### src/rtl/imem_prog_if.sv
// Fetch/program bus of the writable instruction memory. The master side drives
// the fetch and program requests. The slave side is the memory.
interface imem_prog_if #(
  parameter int WIDTH  = 32,
  parameter int ADDR_W = 6
);
  logic              busy;
  logic              prog_we;
  logic [ADDR_W-1:0] prog_addr;
  logic [WIDTH-1:0]  prog_data;
  logic              fetch_req;
  logic [ADDR_W-1:0] fetch_addr;
  logic              fetch_valid;
  logic [WIDTH-1:0]  fetch_data;
  logic              fetch_err;

  modport master (
    output prog_we, prog_addr, prog_data, fetch_req, fetch_addr,
    input  busy, fetch_valid, fetch_data, fetch_err
  );

  modport slave (
    input  prog_we, prog_addr, prog_data, fetch_req, fetch_addr,
    output busy, fetch_valid, fetch_data, fetch_err
  );
endinterface

### src/rtl/imem_prog.sv
// Writable LEGv8 instruction memory: a one-cycle registered fetch port, a program-load port,
// and a clear sequencer that zeroes every word after reset before any access is accepted.
module imem_prog #(
  parameter int WIDTH  = 32,
  parameter int ADDR_W = 6,
  parameter int DEPTH  = 64
) (
  input  logic        clk,
  input  logic        reset,
  imem_prog_if.slave  bus
);

  // Index of the last implemented word. It is one bit wider than an address, so that
  // DEPTH == 2**ADDR_W still fits.
  localparam logic [ADDR_W:0] LAST_IDX = (ADDR_W+1)'(DEPTH - 1);

  typedef enum logic {
    S_CLEAR = 1'b0,
    S_READY = 1'b1
  } state_t;

  state_t            r_state;
  state_t            w_state_nxt;
  logic [ADDR_W:0]   r_clr_ptr;
  logic [WIDTH-1:0]  r_mem [DEPTH];

  logic              r_fetch_valid;
  logic              r_fetch_err;
  logic [WIDTH-1:0]  r_fetch_data;

  logic              w_clr_last;
  logic              w_prog_ok;
  logic              w_fetch_ok;
  logic              w_bypass;
  logic [WIDTH-1:0]  w_rd_data;

  assign w_clr_last = (r_clr_ptr == LAST_IDX);
  assign w_prog_ok  = (r_state == S_READY) && bus.prog_we &&
                      ({1'b0, bus.prog_addr} <= LAST_IDX);
  assign w_fetch_ok = ({1'b0, bus.fetch_addr} <= LAST_IDX);
  // A write and a fetch to the same word in one cycle return the new word.
  assign w_bypass   = w_prog_ok && (bus.prog_addr == bus.fetch_addr);
  assign w_rd_data  = w_bypass ? bus.prog_data : r_mem[bus.fetch_addr];

  always_ff @(posedge clk) begin
    if (reset) begin
      r_state <= S_CLEAR;
    end else begin
      r_state <= w_state_nxt;
    end
  end

  always_comb begin
    w_state_nxt = r_state;
    if ((r_state == S_CLEAR) && w_clr_last) begin
      w_state_nxt = S_READY;
    end
  end

  always_ff @(posedge clk) begin
    if (reset) begin
      r_clr_ptr <= '0;
    end else if (r_state == S_CLEAR) begin
      r_clr_ptr <= r_clr_ptr + 1'b1;
    end
  end

  // NOTE: the storage array has no reset term. The clear sequencer zeroes it over
  // DEPTH cycles, so it can map onto plain RAM.
  always_ff @(posedge clk) begin
    if (!reset) begin
      if (r_state == S_CLEAR) begin
        r_mem[r_clr_ptr[ADDR_W-1:0]] <= '0;
      end else if (w_prog_ok) begin
        r_mem[bus.prog_addr] <= bus.prog_data;
      end
    end
  end

  always_ff @(posedge clk) begin
    if (reset) begin
      r_fetch_valid <= 1'b0;
      r_fetch_err   <= 1'b0;
      r_fetch_data  <= '0;
    end else if ((r_state == S_READY) && bus.fetch_req) begin
      r_fetch_valid <= 1'b1;
      r_fetch_err   <= !w_fetch_ok;
      r_fetch_data  <= w_fetch_ok ? w_rd_data : '0;
    end else begin
      // The data register keeps its last value when there is no request.
      r_fetch_valid <= 1'b0;
      r_fetch_err   <= 1'b0;
    end
  end

  assign bus.busy        = (r_state == S_CLEAR);
  assign bus.fetch_valid = r_fetch_valid;
  assign bus.fetch_err   = r_fetch_err;
  assign bus.fetch_data  = r_fetch_data;

endmodule

### src/flat_wrapper.sv
// flat-port wrapper written by rule: the top's interface ports become plain ports
module imem_prog_flat 
#(
  parameter int WIDTH  = 32,
  parameter int ADDR_W = 6,
  parameter int DEPTH  = 64
)
  (clk, reset, bus_prog_we, bus_prog_addr, bus_prog_data, bus_fetch_req, bus_fetch_addr, bus_busy, bus_fetch_valid, bus_fetch_data, bus_fetch_err);
  imem_prog_if #(.WIDTH(WIDTH), .ADDR_W(ADDR_W)) bus_i ();
  input  logic clk;
  input  logic reset;
  input wire logic [$bits(bus_i.prog_we)-1:0] bus_prog_we;
  input wire logic [$bits(bus_i.prog_addr)-1:0] bus_prog_addr;
  input wire logic [$bits(bus_i.prog_data)-1:0] bus_prog_data;
  input wire logic [$bits(bus_i.fetch_req)-1:0] bus_fetch_req;
  input wire logic [$bits(bus_i.fetch_addr)-1:0] bus_fetch_addr;
  output wire logic [$bits(bus_i.busy)-1:0] bus_busy;
  output wire logic [$bits(bus_i.fetch_valid)-1:0] bus_fetch_valid;
  output wire logic [$bits(bus_i.fetch_data)-1:0] bus_fetch_data;
  output wire logic [$bits(bus_i.fetch_err)-1:0] bus_fetch_err;
  assign bus_i.prog_we = bus_prog_we;
  assign bus_i.prog_addr = bus_prog_addr;
  assign bus_i.prog_data = bus_prog_data;
  assign bus_i.fetch_req = bus_fetch_req;
  assign bus_i.fetch_addr = bus_fetch_addr;
  assign bus_busy = bus_i.busy;
  assign bus_fetch_valid = bus_i.fetch_valid;
  assign bus_fetch_data = bus_i.fetch_data;
  assign bus_fetch_err = bus_i.fetch_err;
  imem_prog #(.WIDTH(WIDTH), .ADDR_W(ADDR_W), .DEPTH(DEPTH)) u_core (.clk(clk), .reset(reset), .bus(bus_i));
endmodule
### config.mk
export PLATFORM = sky130hd
export DESIGN_NAME = imem_prog_flat
export DESIGN_NICKNAME = d
export VERILOG_FILES = /design/src/rtl/imem_prog_if.sv /design/src/rtl/imem_prog.sv /design/src/flat_wrapper.sv
export SDC_FILE = /design/constraint.sdc
export NUM_CORES = 2
export LEC_CHECK = 0
export ABC_AREA = 1
export ABC_CLOCK_PERIOD_IN_PS = 15100
export BUFFER_PORTS_ARGS = -buffer_cell sky130_fd_sc_hd__buf_4
export CAP_MARGIN = 20
export CORE_UTILIZATION = 49
export DETAILED_ROUTE_END_ITERATION = 10
export PLACE_DENSITY = 0.63
export SKIP_CTS_REPAIR_TIMING = 1
export SYNTH_ARGS = -nofsm -noshare
export SYNTH_HDL_FRONTEND = slang
export SYNTH_SLANG_ARGS = --single-unit
### constraint.sdc
create_clock -name clk -period 15.1 [get_ports clk]
set_clock_uncertainty 0.05 [all_clocks]
set_input_delay 3.02 -clock clk [delete_from_list [all_inputs] [get_ports clk]]
set_output_delay 3.02 -clock clk [all_outputs]
set_load 0.02 [all_outputs]
==> metrics.csv <==
stage;metric;value;unit
outcome;status;finished, final reports clean;
pwr;Gate power share;4.7;%
yosys;syn_area_per_cell;11.9;um^2
critical_path;kind of critical path;in2reg;
cells_and_area;nets@finish;7068;
die;Site Rows;151;
cells_and_area;fillcell total;13889;
global_route;first-pass GRT wire length;364000;um
timing;RSZ-0062 raised after global routing;no;
drt;post-route ant nets;0;
drt;routed wire length;252000;um
critical_path;crit path DAT;7.45;ns
global_route;grt ovf;0;
cts;H-tree levels;4;
pwr;VDD IR max;126;uV
cells_and_area;Multi-input gate area;20100;um^2
critical_path;Worst setup SP type;input port;
pwr;Clk pwr share;41.9;%
die;die span in y;416;um
cells_and_area;layout overhead on the synthesized area;11.6;%
timing;Worst Tran Pin Value;1.18;ns
yosys;#FFs+latches synth;2089;
timing;Final min period;7.04;ns
critical_path;max incr delay on CP;0.81;ns
pwr;sw frac;22.0;%
min_path;Hold Path Stages;2;
cts;CTS Buffer Depth;3;
drt;Via Count;56426;
timing;total negative slack;0;ns
cells_and_area;antenna cell count;0;
yosys;Mapped Area;84000;um^2
min_path;Hold Crit Class;reg2reg;
yosys;Seq/Total Area, Yosys;74.2;%
critical_path;highest fanout seen on the critical path;39;
critical_path;worst endpoint required time;15.51;ns
die;Initial Util;49.5;%
yosys;post-synthesis cell count;7056;
pwr;Lkg Pwr;34.9;nW
global_route;largest net degree at the start of global routing;197;
cells_and_area;Storage cell area;62300;um^2
drt;wire length per cell;26.8;um
drt;mean number of vias per cell;6.00;
yosys;post-synth net total;7105;
cells_and_area;commonest non-fill, non-tap cell in the layout;nand2_1;
global_route;All-Layer GR Usage;28.8;%
placement;HPWL Detailed;123000;um
timing;Final setup viols;0;
cells_and_area;commonest cells after routing, fill and taps aside;nand2_1 (2166), edfxtp_1 (2048), nand3_1 (2029);
global_route;vias in the first global route;52917;
global_route;initial antenna violation count;5;
die;core area;170000;um^2
timing;final number of hold-violating endpoints;0;
critical_path;R2R cell count;9;
pwr;cell area power density;126;nW/um^2
timing;Max Slew Vio Count;0;
timing;setup ws final;8.06;ns
yosys;synth warn;0;
pwr;Reg power frac;53.4;%
drt;First-pass DRT Iterations;6;
critical_path;CP max stage cell;nand4_1;
pwr;Psw;2.59;mW
yosys;number of flops mapped to enable cells by yosys;2048;
placement;GPL Wtd Cong;0.870;
cells_and_area;layout cells sized above 1;8.64;%
pwr;total chip power;11.8;mW
timing;Peak Freq;0.142;GHz
yosys;Main synth FF type;edfxtp_1;
die;Top Ports;83;
cts;Reg clk slew, reported paths;0.06;ns
yosys;Synth cell types;32;
pwr;Int Power;9.20;mW
placement;IO buf count;81;
critical_path;crit path cell chain;buf_4 > inv_2 > nand3_4 > buf_4 > nand2_4 > nand2_4 > inv_1 > nand4_1 > nor2_4 > buf_4;
job;Max-cap violations;0;
timing;final critical-path share of the clock period;46.6;%
cts;worst-skew pair later-pin latency;0.85;ns
die;die area;173000;um^2
cts;cts bufs inserted;204;
cts;Root Driver;clkbuf_16;
drt;1st-iter DRT viols;7939;
placement;Post-Place Setup Slack;7.32;ns
yosys;asr flop ratio synth;0;%
critical_path;crit path capture type;register;
cts;CTS sink cnt;2089;
cts;CTS tree;yes;
drt;DRC Markers;0;
critical_path;most frequent CP cell;buf_4;
die;die width;416;um
timing;Max-slew headroom;20.8;%
-- worst max-delay path, delay by kind of cell --
family                 cells  cell delay (ns)
AND/OR/NAND/NOR            5             2.30
buffers and inverters      5             2.03
-- power by group through the flow --
stage / sequential [mW] / combinational (mW) / clock [mW]
detailed placement: 6.41 / 0.548 / 0
global route: 6.29 / 0.595 / 5.19
finish: 6.29 / 0.558 / 4.94
floorplan: 6.41 / 0.340 / 0
global placement: 6.41 / 0.545 / 0
CTS: 6.29 / 0.550 / 4.98
-- stage by stage --
step | utilization, % | std cells | hold slack [ns] | instance area, um^2
CTS | 55.2 | 9404 | 0.441 | 93700
finish | 55.2 | 9404 | 0.437 | 93700
global route | 55.2 | 9404 | 0.467 | 93700
global placement | 51.4 | 9031 | 0.411 | 87300
floorplan | - | 7056 | 0.395 | 84000
detailed placement | 51.4 | 9031 | 0.434 | 87300
-- area by class of cell --
cell class	count	area share, %
Timing Repair Buffer	229	1.96
Sequential cell	2089	66.5
Tap cell	2218	2.96
Clock buffer	269	5.83
Clock inverter	104	0.992
Inverter	88	0.382
Multi-Input combinational cell	4407	21.4
-- routing by layer --
metal / GRT usage (%) / share of wire [%] / routed length, um / up-vias
met5: 0 / 0 / 0 / -
met1: 39.5 / 39 / 97800 / 27741
met3: 5.38 / 10 / 25200 / 560
met2: 44.6 / 46 / 117000 / 3101
li1: - / - / - / 25024
met4: 13.8 / 5.1 / 12800 / 0
-- cell families (layout without fill, tap and decap cells) --
kind of cell,Yosys count,in the layout,synth area share (%)
other cells,1,1,0.00446
buf+inv,560,690,2.79
simple gates,4322,4322,22.5
fa+ha+maj,1,1,0.0149
compound gates,83,83,0.517
flops,2089,2089,74.2
-- state kept, by name, summed over array words and instances, names as in the netlist --
signal	flops
u_core.bus.fetch_data	32
u_core.r_mem	2048
u_core.bus.fetch_valid	1
u_core.r_state	1
u_core.r_clr_ptr	7
-- cell usage after synthesis (all sizes together) (7+ instances only) --
library cell,number,area [um^2]
nand3,2031,10200
nand4,7,43.8
nor2,97,395
a21oi,40,200
dfxtp,41,821
buf,212,1040
o21ai,42,221
nand2,2173,8180
edfxtp,2048,61500
clkbuf,260,976
inv,86,323
nor4,9,56.3
-- worst paths after layout --
kind,to,startpoint,slack (ns)
setup reg to reg,u_core.r_mem[48][4]$_DFFE_PP_,u_core.r_state$_SDFFE_PP0P_,10.42
setup / recovery,u_core.r_mem[51][27]$_DFFE_PP_,reset,8.06
hold reg to reg,u_core.r_clr_ptr[6]$_SDFFE_PP0N_,u_core.r_clr_ptr[6]$_SDFFE_PP0N_,0.44
hold / removal,u_core.r_clr_ptr[6]$_SDFFE_PP0N_,u_core.r_clr_ptr[6]$_SDFFE_PP0N_,0.44
Note: power is estimated with default switching activity, not from simulation.
